**src/rtl/henon_result_uart_tx.sv**
```systemverilog
// henon_result_uart_tx
//
// Return-path UART transmitter for the Henon PRNG. When the PRNG core pulses
// result_valid, the X/Y result pair is captured and sent to the host as a
// 10-byte packet on an 8N1 line:
//   HEADER_BYTE, x[31:24], x[23:16], x[15:8], x[7:0],
//   y[31:24], y[23:16], y[15:8], y[7:0], checksum (XOR of the 8 data bytes).
// Bytes are sent back to back, with no idle bit-times between them.
//
// Ports:
//   clk          system clock, all logic on the rising edge
//   rst          synchronous, active-high reset
//   result_valid single-cycle pulse; random_in_x/y are valid in that cycle
//   random_in_x  PRNG X result (32 bits)
//   random_in_y  PRNG Y result (32 bits)
//   tx_serial    UART line, idle high
//   busy         high while a packet is in flight
//   tx_done      one-cycle pulse after the last stop bit has completed
module henon_result_uart_tx #(
  parameter int          CLKS_PER_BIT = 868,
  parameter logic [7:0]  HEADER_BYTE  = 8'hA5
) (
  input  logic        clk,
  input  logic        rst,
  input  logic        result_valid,
  input  logic [31:0] random_in_x,
  input  logic [31:0] random_in_y,
  output logic        tx_serial,
  output logic        busy,
  output logic        tx_done
);

  localparam int BAUD_W = (CLKS_PER_BIT > 2) ? $clog2(CLKS_PER_BIT) : 1;
  localparam logic [BAUD_W-1:0] BAUD_LAST = BAUD_W'(CLKS_PER_BIT - 1);
  localparam logic [3:0] LAST_BYTE = 4'd9;

  typedef enum logic [2:0] {
    IDLE,
    START,
    DATA,
    STOP,
    DONE
  } state_t;

  state_t            state;
  logic [BAUD_W-1:0] baud_cnt;
  logic [2:0]        bit_cnt;
  logic [3:0]        byte_idx;
  logic [7:0]        shreg;
  logic [31:0]       x_lat;
  logic [31:0]       y_lat;
  logic [7:0]        csum;

  logic baud_end;
  assign baud_end = (baud_cnt == BAUD_LAST);

  function automatic logic [7:0] xor_bytes(input logic [31:0] x, input logic [31:0] y);
    return x[31:24] ^ x[23:16] ^ x[15:8] ^ x[7:0] ^
           y[31:24] ^ y[23:16] ^ y[15:8] ^ y[7:0];
  endfunction

  // Byte idx of the packet being sent; index 0 (header) is loaded at accept.
  function automatic logic [7:0] pkt_byte(input logic [3:0]  idx,
                                          input logic [31:0] x,
                                          input logic [31:0] y,
                                          input logic [7:0]  c);
    logic [7:0] b;
    case (idx)
      4'd0:    b = HEADER_BYTE;
      4'd1:    b = x[31:24];
      4'd2:    b = x[23:16];
      4'd3:    b = x[15:8];
      4'd4:    b = x[7:0];
      4'd5:    b = y[31:24];
      4'd6:    b = y[23:16];
      4'd7:    b = y[15:8];
      4'd8:    b = y[7:0];
      default: b = c;
    endcase
    return b;
  endfunction

  always_ff @(posedge clk) begin
    if (rst) begin
      state     <= IDLE;
      baud_cnt  <= '0;
      bit_cnt   <= '0;
      byte_idx  <= '0;
      shreg     <= '0;
      x_lat     <= '0;
      y_lat     <= '0;
      csum      <= '0;
      tx_serial <= 1'b1;
      busy      <= 1'b0;
      tx_done   <= 1'b0;
    end else begin
      tx_done <= 1'b0;
      case (state)
        // DONE behaves like IDLE for acceptance, so a result arriving in the
        // tx_done cycle starts the next packet after exactly one idle clock.
        IDLE, DONE: begin
          tx_serial <= 1'b1;
          busy      <= 1'b0;
          state     <= IDLE;
          if (result_valid) begin
            x_lat     <= random_in_x;
            y_lat     <= random_in_y;
            csum      <= xor_bytes(random_in_x, random_in_y);
            shreg     <= HEADER_BYTE;
            byte_idx  <= '0;
            bit_cnt   <= '0;
            baud_cnt  <= '0;
            tx_serial <= 1'b0;
            busy      <= 1'b1;
            state     <= START;
          end
        end

        START: begin
          if (baud_end) begin
            baud_cnt  <= '0;
            tx_serial <= shreg[0];
            state     <= DATA;
          end else begin
            baud_cnt <= baud_cnt + 1'b1;
          end
        end

        DATA: begin
          if (baud_end) begin
            baud_cnt <= '0;
            if (bit_cnt == 3'd7) begin
              bit_cnt   <= '0;
              tx_serial <= 1'b1;
              state     <= STOP;
            end else begin
              bit_cnt   <= bit_cnt + 1'b1;
              shreg     <= {1'b0, shreg[7:1]};
              tx_serial <= shreg[1];
            end
          end else begin
            baud_cnt <= baud_cnt + 1'b1;
          end
        end

        STOP: begin
          if (baud_end) begin
            baud_cnt <= '0;
            if (byte_idx == LAST_BYTE) begin
              tx_serial <= 1'b1;
              busy      <= 1'b0;
              tx_done   <= 1'b1;
              state     <= DONE;
            end else begin
              byte_idx  <= byte_idx + 1'b1;
              shreg     <= pkt_byte(byte_idx + 4'd1, x_lat, y_lat, csum);
              tx_serial <= 1'b0;
              state     <= START;
            end
          end else begin
            baud_cnt <= baud_cnt + 1'b1;
          end
        end

        default: begin
          tx_serial <= 1'b1;
          busy      <= 1'b0;
          state     <= IDLE;
        end
      endcase
    end
  end

endmodule

```
**config.mk**
```make
export PLATFORM = sky130hd
export DESIGN_NAME = henon_result_uart_tx
export DESIGN_NICKNAME = d
export VERILOG_FILES = /design/src/rtl/henon_result_uart_tx.sv
export SDC_FILE = /design/constraint.sdc
export NUM_CORES = 1
export LEC_CHECK = 0
export BUFFER_PORTS_ARGS = -buffer_cell sky130_fd_sc_hd__buf_2
export CAP_MARGIN = 20
export CORE_ASPECT_RATIO = 1.75
export CORE_MARGIN = 2
export CORE_UTILIZATION = 50
export CTS_BUF_LIST = sky130_fd_sc_hd__clkbuf_4 sky130_fd_sc_hd__clkbuf_8
export DETAILED_ROUTE_END_ITERATION = 12
export GPL_TIMING_DRIVEN = 0
export PLACE_DENSITY = 0.73
export SYNTH_ARGS = -nofsm -noshare
export SYNTH_HDL_FRONTEND = slang
export SYNTH_SLANG_ARGS = --single-unit
```
**constraint.sdc**
```tcl
create_clock -name clk -period 2.8 [get_ports clk]
set_input_delay 0.42 -clock clk [delete_from_list [all_inputs] [get_ports clk]]
set_output_delay 0.42 -clock clk [all_outputs]
set_load 0.01 [all_outputs]
```
### Yosys cells after proc, flatten, opt, wreduce, memory -nomap -nowiden

Cells that the tools add are included.
W data, S select, Z words.

| cells by class | value |
|---|---|
| add/sub/neg operators | 3 |
| equal/unequal tests | 23 |
| multiplexer cells | 36 |
| bitwise gates (word level) | 10 |
| reduce and logical (&&, ||, !) cells | 18 |

Operators with widths:

| cell | count |
|---|---|
| $pmux W8 S9 | 1 |
| $xor A8 B8 Y8 | 7 |
| $mux W8 | 5 |
| $mux W3 | 8 |
| $pmux W8 S3 | 1 |
| $mux W10 | 2 |
| $pmux W10 S2 | 1 |
| $eq A4 B3 Y1 const B | 4 |
| $ne A2 B2 Y1 const B | 8 |
| $mux W4 | 3 |
| $pmux W3 S4 | 1 |
| $add A10 B1 Y10 const B | 1 |
| $eq A10 B10 Y1 const B | 1 |
| $mux W1 | 10 |
| $reduce_and A3 Y1 | 3 |
| $eq A4 B2 Y1 const B | 2 |
| $eq A4 B4 Y1 const B | 2 |
| $pmux W4 S2 | 1 |
| $reduce_and A4 Y1 | 2 |
| $eq A3 B2 Y1 const B | 2 |
| $eq A3 B3 Y1 const B | 2 |
| $pmux W3 S2 | 1 |
| $reduce_and A6 Y1 | 1 |
| $reduce_bool A2 Y1 | 3 |
| 13 further kinds | 18 |

| storage, ports and cells | value |
|---|---|
| flip-flop bits (word level) | 103 |
| input bits | 67 |
| output and inout bits | 3 |
| word-level logic and storage cells | 101 |

### Logic depth before layout (Yosys ltp)

Gate-level depths: netlist of the first run.

| depth | value |
|---|---|
| word-level depth | 7 |
| depth in mapped cells | 10 |

### Worst setup path before layout of the first run

OpenSTA, ideal clock, no wires.

| path | value |
|---|---|
| path kind | reg2reg |
| start point | reg byte_idx[0] |
| end point | reg shreg[2] |
| library setup time | 0.137 ns |
| data arrival time | 2.300 ns |
| required time | 2.663 ns |
| slack | 0.363 ns |
| cell stages (with the launch flop) | 10 |
| buffers on the path | 1 |
| period minus slack after synthesis | 2.437 ns |
| cell sequence | dfxtp_1 -> inv_1 -> ha_1 -> buf_2 -> a222oi_1 -> a21o_1 -> a21oi_1 -> or4b_2 -> o21ai_0 -> a211oi_1 |

| on the way | value |
|---|---|
| word-level cells in the longest chain between the ends | 6 |
| elaborated cells on any way between the ends | 17 |
| those cells by class | add/sub (1); eq/ne (10); mux (4); reduce/logical (2) |

RTL lines:

| item | RTL line | source |
|---|---|---|
| start, declared | 48 | `logic [3:0] byte_idx;` |
| start signal, assigned | 155 | `byte_idx <= byte_idx + 1'b1;` |
| $add A4 B1 Y4 | 156 | `shreg <= pkt_byte(byte_idx + 4'd1, x_lat, y_lat, csum);` |
| $eq A4 B4 Y1, or another cell as far along | 68 | `case (idx)` |
| $pmux W8 S9 | 68 |  |
| $mux W8 | 149 | `if (byte_idx == LAST_BYTE) begin` |
| $mux W8 | 147 | `if (baud_end) begin` |
| $pmux W8 S3 | 98 | `case (state)` |
| end signal, assigned | 138 | `shreg <= {1'b0, shreg[7:1]};` |
| end signal, assigned | 156 |  |
| end, declared | 49 | `logic [7:0] shreg;` |

Parallel ways exist; a longest one is shown, timed or not. The select of a mux whose other input is x is not followed.
A chain may end at the register's enable or synchronous reset.

### Worst setup path in the final report of the first run

| path | value |
|---|---|
| start point | reg byte_idx[0] |
| end point | reg shreg[7] |

The elaborated chain is that of the path after synthesis.

==> results.toml, run 1 <==
[synth]
yosysUniqueCellTypes = 65
synthArstFlopShare_pct = 0
synth_top_area_share_pct = 38.6
synth_area_leader_cell = "dfxtp_1"
synth_area_um2 = 5350
synth.net_count = 757
synth-edff-count = 0
seq_area_frac_synth_pct = 38.6
synthFlopType = "dfxtp_1"
yosys_warnings = 0
syn_avg_cell_area_um2 = 7.85
synthCells = 681
synth-seq-cells = 103
synth_area_leaders = "dfxtp_1, nand2_1, xnor2_1, a21oi_1, nor2_1"

[final_layout]
final_common_cell = "nand2_1"
antenna_cells = 0
final_cell_mix = "nand2_1, dfxtp_1, a21oi_1, buf_2, xnor2_1"
fillers = 1038
drive_gt1_share_pct = 15.4
area_growth_pct = 14.3
final_nets = 839
finalInstanceArea_um2 = 6110

[global_route]
grt_max_degree = 18
overflow = 0
antenna_found_initial = 0
grt_pass1_wl_um = 27900
gr-usage-all-layers_pct = 32.7
first_global_vias = 5293

[critical_path]
endpoint_kind = "register"
cp-start-kind = "register"
r2r_slack_ns = 0.05
arrival_ns = 3.00
reg2reg_to = "shreg[7]"
path_class = "register to register"
r2r_start = "byte_idx[0]"
cp_max_fo = 10
reg2reg_depth = 9
crit_start = "byte_idx[0]"
crit_end = "shreg[7]"
cp_data_required_time_ns = 3.05

[detailed_routing]
drcViolationCount = 0
wl_met3_um = 665
vias = 5293
post_drt_wl_per_cell_um = 20.5
wl_um = 18400
ant_nets = 0
viasPerCell = 5.89
wl_met2_um = 9670
top_layer_used = "met4"
drt_first_iter_violations = 369
first_pass_iters = 8
wl_met1_um = 6720

[clocking]
cts_tree = "done"
numCtsBuffers = 9
clockRootBuffer = "clkbuf_8"
clkLatencyLatePin_ns = 0.38
htreeDepth = 3
clockBufferDepth = 2
cts.sinks = 103
cts.clk_slew.worst_paths_ns = 0.11

[timing]
finalCriticalPeriod_ns = 2.75
rsz0062_at_grt = "false"
timing.fmax_mhz = 364
tns_ns = 0
whs_ns = 0.292
worstMarginPinSlew_ns = 0.809
max-slew-margin-rel_pct = 45.7
period_share_pct = 98.1
hold_violations = 0
finalSetupViolations = 0
fin_skew_ns = 0.0110
slew_viol_final = 0

[run_status]
run_status = "complete, no violations"

[hold_path]
hp-start = "random_in_y[1]"
hp-class = "input pin to register"

[pwr]
ir_drop_uv = 381
p_leak_uw = 0.00224
comb_power_share_pct = 18.6
power.clock.fraction_pct = 32.2
switchingPower_uw = 989
power_density_nw_per_um2 = 541
power_switching_share_pct = 29.9
internal-power_uw = 2320
power_frac_seq_pct = 49.2

[die]
die_x_um = 82.2
die-area_um2 = 11600
start_util_pct = 50.6
ios = 70
die_h_um = 141
rows = 50
core-area_um2 = 10600

[placed_design]
io_buffers = 69
dpl_cell_area_um2 = 5850
hpwl_um = 14400
place_congestion = 0.942

[flow_run]
drv_cap = 0
[synth_stat cells (2+ instances only)]
| library cell | count |
|---|---|
| nand3_1 | 6 |
| nand4b_1 | 2 |
| a221oi_1 | 2 |
| o22ai_1 | 5 |
| a32oi_1 | 2 |
| clkbuf_1 | 34 |
| o41ai_2 | 2 |
| nand2_1 | 165 |
| nand4_1 | 4 |
| nor4_1 | 2 |
| buf_2 | 7 |
| nand2b_1 | 3 |
| and3_1 | 2 |
| o21ai_0 | 13 |
| a21oi_1 | 77 |
| o2bb2ai_1 | 2 |
| nor3_1 | 13 |
| a31oi_1 | 9 |
| a21boi_1 | 2 |
| o41ai_1 | 2 |
| a22oi_1 | 10 |
| nor2_1 | 47 |
| a22o_1 | 7 |
| or2_2 | 2 |
| o31ai_1 | 6 |
| nor3b_1 | 3 |
| inv_1 | 10 |
| and2_1 | 2 |
| a222oi_1 | 7 |
| xnor2_1 | 59 |
| buf_1 | 2 |
| and4_1 | 3 |
| a311oi_1 | 4 |
| xor2_1 | 7 |
| nor2b_1 | 2 |
| dfxtp_1 | 103 |
| ha_1 | 9 |
| mux2i_1 | 2 |
| a211oi_1 | 15 |
| a21o_1 | 2 |
[layer usage]
layer | global-route usage, % | up-vias
met5 | 0 | -
met4 | 21.3 | 0
met3 | 4.35 | 57
met2 | 58.7 | 184
met1 | 34.1 | 2530
li1 | - | 2522
[state kept, by name, indices dropped and copies added (netlist names)]
name	cells
shreg	8
bit_cnt	3
busy	1
byte_idx	4
tx_done	1
x_lat	32
state	3
csum	8
baud_cnt	10
y_lat	32
tx_serial	1
[cell type report]
cell class	count	area, µm²	share of cell area (%)
plain buffers	45	191	3.13
inverters	10	37.5	0.614
repair buffers	71	360	5.89
well taps	130	163	2.66
multi-input cells	523	3070	50.2
flip-flops and latches	103	2070	33.9
clock inverters	6	93.8	1.53
clock buffers	10	131	2.15
[power by group through the flow]
stage          clock, µW  combinational, µW  sequential [µW]
2_1_floorplan          0                394             1630
3_3_place_gp           0                597             1660
3_5_place_dp           0                605             1660
4_1_cts             1070                610             1630
5_1_grt             1130                670             1640
6_report            1060                615             1630
[metrics by stage]
stage	util, %	setup slack (ns)	instances	total power [µW]
3_3_place_gp	55.4	-0.216	880	2260
2_1_floorplan	-	0.363	681	2030
4_1_cts	57.7	0.0313	898	3300
6_report	57.8	0.0531	898	3310
3_5_place_dp	55.4	-0.266	880	2270
5_1_grt	57.8	0.0232	898	3430
[worst max-delay path, stage by stage, from the launching register on]
cell and delay [ns]:
dfxtp_4 0.42, inv_1 0.08, ha_1 0.30, clkbuf_1 0.29, clkbuf_2 0.31, a222oi_1 0.42, a21oi_1 0.14, o2bb2ai_1 0.17
o41ai_1 0.36, a211oi_1 0.13
[cell families after synthesis]
family	after synthesis	share of synthesized area (%)
AO/OA/AOI/OAI	178	21.9
XOR/XNOR	66	10.8
adder cells (fa/ha/maj)	9	2.11
buffers and inverters	55	4.24
flip-flops	103	38.6
multiplexers	3	0.585
AND/OR/NAND/NOR	267	21.8
[worst min path at each step]
stage                            to  depth (start not counted)
after CTS                 x_lat[27]                          3
after detailed placement  x_lat[14]                          2
after floorplan            state[1]                          1
final                      y_lat[1]                          3
after global placement    x_lat[17]                          2
after global routing      x_lat[27]                          3
[timing repair]
action / in CTS / in global routing
pin swaps: 2 / 1
endpoints found under the hold margin: 0 / 0
setup buffers: 2 / 0
endpoints found under the setup margin: 4 / 6
hold buffers: 0 / 0
gates resized for setup: 4 / 5
No activity file was read; power rests on OpenSTA's default activity.
==> inputs of run 2 (changes only) <==
--- a/config.mk
+++ b/config.mk
@@ -10,9 +10,8 @@
 export CORE_ASPECT_RATIO = 1.75
 export CORE_MARGIN = 2
 export CORE_UTILIZATION = 50
-export CTS_BUF_LIST = sky130_fd_sc_hd__clkbuf_4 sky130_fd_sc_hd__clkbuf_8
+export CTS_BUF_LIST = sky130_fd_sc_hd__clkbuf_16
 export DETAILED_ROUTE_END_ITERATION = 12
-export GPL_TIMING_DRIVEN = 0
 export PLACE_DENSITY = 0.73
 export SYNTH_ARGS = -nofsm -noshare
 export SYNTH_HDL_FRONTEND = slang
==> results.toml, run 2 (synthesis results as in run 1) <==
[critical_path]
cp-start-kind = "register"
crit_path_top_delay_cell = "or4_1"
cpMostUsedCell = "buf_4"
cp_max_fo = 19
crit_start = "byte_idx[0]"
cp_data_required_time_ns = 3.04
slowest_delay_ns = 0.55
path_class = "register to register"
r2r_start = "byte_idx[0]"
critical_path.cell_chain = "inv_1 -> ha_1 -> buf_4 -> or4_1 -> o21ai_2 -> buf_4 -> a21oi_1 -> and4_1 -> o41ai_2"
endpoint_kind = "register"
arrival_ns = 2.81

[placed_design]
place_congestion = 0.978
io_buffers = 69
hpwl_um = 12800
place_ws_ns = 0.135

[timing]
period_share_pct = 91.7
finalCriticalPeriod_ns = 2.57
hold_violations = 0
worstMarginPinSlew_ns = 0.628
tns_ns = 0
slew_viol_final = 0
finalSetupViolations = 0
worst_slack_ns = 0.232
rsz0062_at_grt = "false"
timing.fmax_mhz = 389
max-slew-margin-rel_pct = 58.1
fin_skew_ns = 0.00721

[detailed_routing]
post_drt_wl_per_cell_um = 19.5
first_pass_iters = 5
drt_first_iter_violations = 326
vias = 5193
ant_nets = 0
viasPerCell = 5.94
wl_um = 17100
drcViolationCount = 0

[pwr]
p_leak_uw = 0.00229
power_switching_share_pct = 29.5
ir_drop_uv = 389
power.clock.fraction_pct = 35.4
switchingPower_uw = 1010
power_density_nw_per_um2 = 557
comb_power_share_pct = 16.5
power_frac_seq_pct = 48.1
internal-power_uw = 2410

[final_layout]
final_nets = 815
antenna_cells = 0
drive_gt1_share_pct = 17.1
final_cell_mix = "nand2_1, dfxtp_1, a21oi_1, buf_2, xnor2_1"
top_regs = "x_lat x32, y_lat x32, baud_cnt x10"
fin_util_pct = 58.1
area_growth_pct = 14.9
final_common_cell = "nand2_1"

[clocking]
postCtsSetupBuffers = 0
clockRootBuffer = "clkbuf_16"
clockBufferDepth = 2
cts.sinks = 103
cts_tree = "done"
numCtsBuffers = 9
htreeDepth = 3
clkLatencyLatePin_ns = 0.34
cts.clk_slew.worst_paths_ns = 0.07

[global_route]
antenna_found_initial = 0
grt_pass1_wl_um = 26600
gr-usage-all-layers_pct = 30.7
overflow = 0
first_global_vias = 4971
grt_max_degree = 87

[die]
die_h_um = 141
die-area_um2 = 11600
rows = 50
core-area_um2 = 10600
ios = 70
start_util_pct = 50.6
die_x_um = 82.2

[run_status]
run_status = "complete, no violations"

[flow_run]
drv_cap = 0

[hold_path]
hp-class = "input pin to register"
hp-start = "random_in_y[14]"
-- run 2: changes by cell type in the layout (fill, tap and decap cells not counted), moves of 2 or more --
cell        delta
clkbuf_16      +9
clkbuf_1      -33
bufinv_16      -2
dfxtp_4        -2
buf_2          -7
clkinvlp_4     -3
dfxtp_2        +2
buf_4         +19
clkbuf_8       -9
clkbuf_2       -2
clkinv_4       +3
-- run 2: path summary, 6_finish.rpt --
path,endpoint,slack [ns],cells past startpoint
worst max register to register,shreg[3],0.23,9
worst min register to register,y_lat[13],0.46,2
worst min-delay path,y_lat[14],0.33,3
worst max-delay path,shreg[3],0.23,9
-- run 2: area by class of cell --
type / instances / area (µm²)
Multi-Input combinational cell: 523 / 3060
Sequential cell: 103 / 2060
Clock inverter: 7 / 60.1
Inverter: 10 / 37.5
Tap cell: 130 / 163
Fill cell: 976 / 4430
Timing Repair Buffer: 92 / 531
Clock buffer: 9 / 225
-- run 2: stage by stage --
step | power [µW] | cell area, µm² | cells | hold WS (ns)
floorplan | 2030 | 5350 | 681 | 0.421
global placement | 2230 | 5850 | 858 | 0.446
detailed placement | 2240 | 5850 | 858 | 0.451
CTS | 3440 | 6140 | 874 | 0.322
global route | 3560 | 6140 | 874 | 0.325
finish | 3420 | 6140 | 874 | 0.327
-- run 2: repair_timing --
| item | CTS | global route |
|---|---|---|
| hold buffers | 0 | 0 |
| gates resized for setup | 0 | 3 |
| setup endpoints to repair | 0 | 3 |
-- run 2: power by group through the flow --
stage | clock (µW) | combinational [µW] | sequential, µW
2_1_floorplan | 0 | 394 | 1630
3_3_place_gp | 0 | 553 | 1680
3_5_place_dp | 0 | 564 | 1680
4_1_cts | 1230 | 566 | 1640
5_1_grt | 1280 | 627 | 1650
6_report | 1210 | 566 | 1650
-- run 2: critical path, delay by kind of cell, from the launching register on --
kind | cells | cell delay [ns]
adder cells (fa/ha/maj) | 1 | 0.27
AND/OR/NAND/NOR | 2 | 0.77
buffers and inverters | 3 | 0.54
flip-flops | 1 | 0.44
AO/OA/AOI/OAI | 3 | 0.45
-- run 2: metal layers --
layer,share of wire (%),vias up,global-route usage (%)
li1,-,2480,-
met1,37,2441,34.1
met2,51,205,52.1
met3,3.9,67,4.48
met4,8.1,0,21.1
met5,0,-,0
==> inputs of run 3 (changes only) <==
--- a/config.mk
+++ b/config.mk
@@ -7,12 +7,14 @@
 export LEC_CHECK = 0
 export BUFFER_PORTS_ARGS = -buffer_cell sky130_fd_sc_hd__buf_2
 export CAP_MARGIN = 20
+export CELL_PAD_IN_SITES_DETAIL_PLACEMENT = 1
+export CELL_PAD_IN_SITES_GLOBAL_PLACEMENT = 2
 export CORE_ASPECT_RATIO = 1.75
 export CORE_MARGIN = 2
-export CORE_UTILIZATION = 50
+export CORE_UTILIZATION = 34
 export CTS_BUF_LIST = sky130_fd_sc_hd__clkbuf_16
 export DETAILED_ROUTE_END_ITERATION = 12
-export PLACE_DENSITY = 0.73
+export PLACE_DENSITY = 0.82
 export SYNTH_ARGS = -nofsm -noshare
 export SYNTH_HDL_FRONTEND = slang
 export SYNTH_SLANG_ARGS = --single-unit
==> results.toml, run 3 (synthesis results as in run 1) <==
[clocking]
numCtsBuffers = 9
cts_hold_buf = 0
cts_tree = "done"
cts.sinks = 103
postCtsSetupBuffers = 0
clockRootBuffer = "clkbuf_16"
clockBufferDepth = 2
clkLatencyLatePin_ns = 0.35
cts.clk_slew.worst_paths_ns = 0.07
htreeDepth = 3
cts_resized = 0

[timing]
timing.fmax_mhz = 386
rsz0062_at_grt = "false"
period_share_pct = 92.4
max-slew-margin-rel_pct = 57.9
worst_slack_ns = 0.212
fin_skew_ns = 0.0124
finalSetupViolations = 0
tns_ns = 0
finalCriticalPeriod_ns = 2.59
slew_viol_final = 0
whs_ns = 0.316
hold_violations = 0
worstMarginPinSlew_ns = 0.625

[placed_design]
io_buffers = 69
place_ws_ns = 0.153
hpwl_um = 15000
place_congestion = 0.937

[final_layout]
drive_gt1_share_pct = 16.5
fillers = 1915
antenna_cells = 0
final_cell_mix = "nand2_1, dfxtp_1, a21oi_1, buf_2, xnor2_1"
area_growth_pct = 15.8
final_common_cell = "nand2_1"
regArea_um2 = 2060
multiInputGateArea_um2 = 3060
top_regs = "x_lat x32, y_lat x32, baud_cnt x10"
final_nets = 812

[global_route]
first_global_vias = 5309
antenna_found_initial = 0
gr-usage-all-layers_pct = 23.0
overflow = 0
grt_pass1_wl_um = 29600
grt_max_degree = 62

[flow_run]
drv_cap = 0

[critical_path]
cp_max_fo = 10
crit_start = "byte_idx[0]"
path_class = "register to register"
r2r_start = "byte_idx[0]"
arrival_ns = 2.80
cp_data_required_time_ns = 3.01
endpoint_kind = "register"
cp-start-kind = "register"

[detailed_routing]
first_pass_iters = 5
ant_nets = 0
wl_um = 19100
vias = 5081
drcViolationCount = 0
post_drt_wl_per_cell_um = 20.7
drt_first_iter_violations = 262
viasPerCell = 5.49

[run_status]
run_status = "complete, no violations"

[pwr]
p_leak_uw = 0.00228
power_density_nw_per_um2 = 564
ir_drop_uv = 358
finalPower_uw = 3490

[die]
die_h_um = 170
die_x_um = 98.8
rows = 60
die-area_um2 = 16800
ios = 70
core-area_um2 = 15400
start_util_pct = 34.7

[hold_path]
hp-start = "random_in_y[12]"
hp-class = "input pin to register"
run 3: through the flow:
stage               std cells  utilization (%)  instance area [µm²]
global placement          911             38.3                 5900
floorplan                 681                -                 5350
global route              926             40.2                 6190
CTS                       926             40.2                 6190
finish                    926             40.2                 6190
detailed placement        911             38.3                 5900
run 3: worst max-delay path, cell delays in order (launching register included):
cell and delay [ns]:
dfxtp_2 0.43, inv_1 0.09, ha_1 0.32, a222oi_1 0.49, a21o_1 0.19, a21oi_1 0.04, or4b_2 0.64, o21ai_0 0.16
a211oi_1 0.09
run 3: worst paths after layout:
check,endpoint,slack (ns),cells past startpoint
worst max-delay path,shreg[2],0.21,8
worst min-delay path,y_lat[12],0.32,3
worst max register to register,shreg[2],0.21,8
worst min register to register,state[1],0.46,1
run 3: final cells by class:
class | count | area share (%)
Clock inverter | 6 | 1.01
Timing Repair Buffer | 89 | 8.21
Tap cell | 186 | 3.76
Multi-Input combinational cell | 523 | 49.4
Inverter | 10 | 0.606
Sequential cell | 103 | 33.3
Clock buffer | 9 | 3.64
run 3: metal layers:
layer	track usage (%)	share of wire [%]
met4	13.9	5.9
met2	43.1	54
met5	0	0
met3	2.05	2.1
met1	24.4	38
run 3: report_power, final:
part	switching, µW	internal [µW]	total [µW]	leakage [µW]
clock	566	687	1250	0.000139
combinational	348	241	589	0.00130
sequential	90.6	1560	1650	0.000845
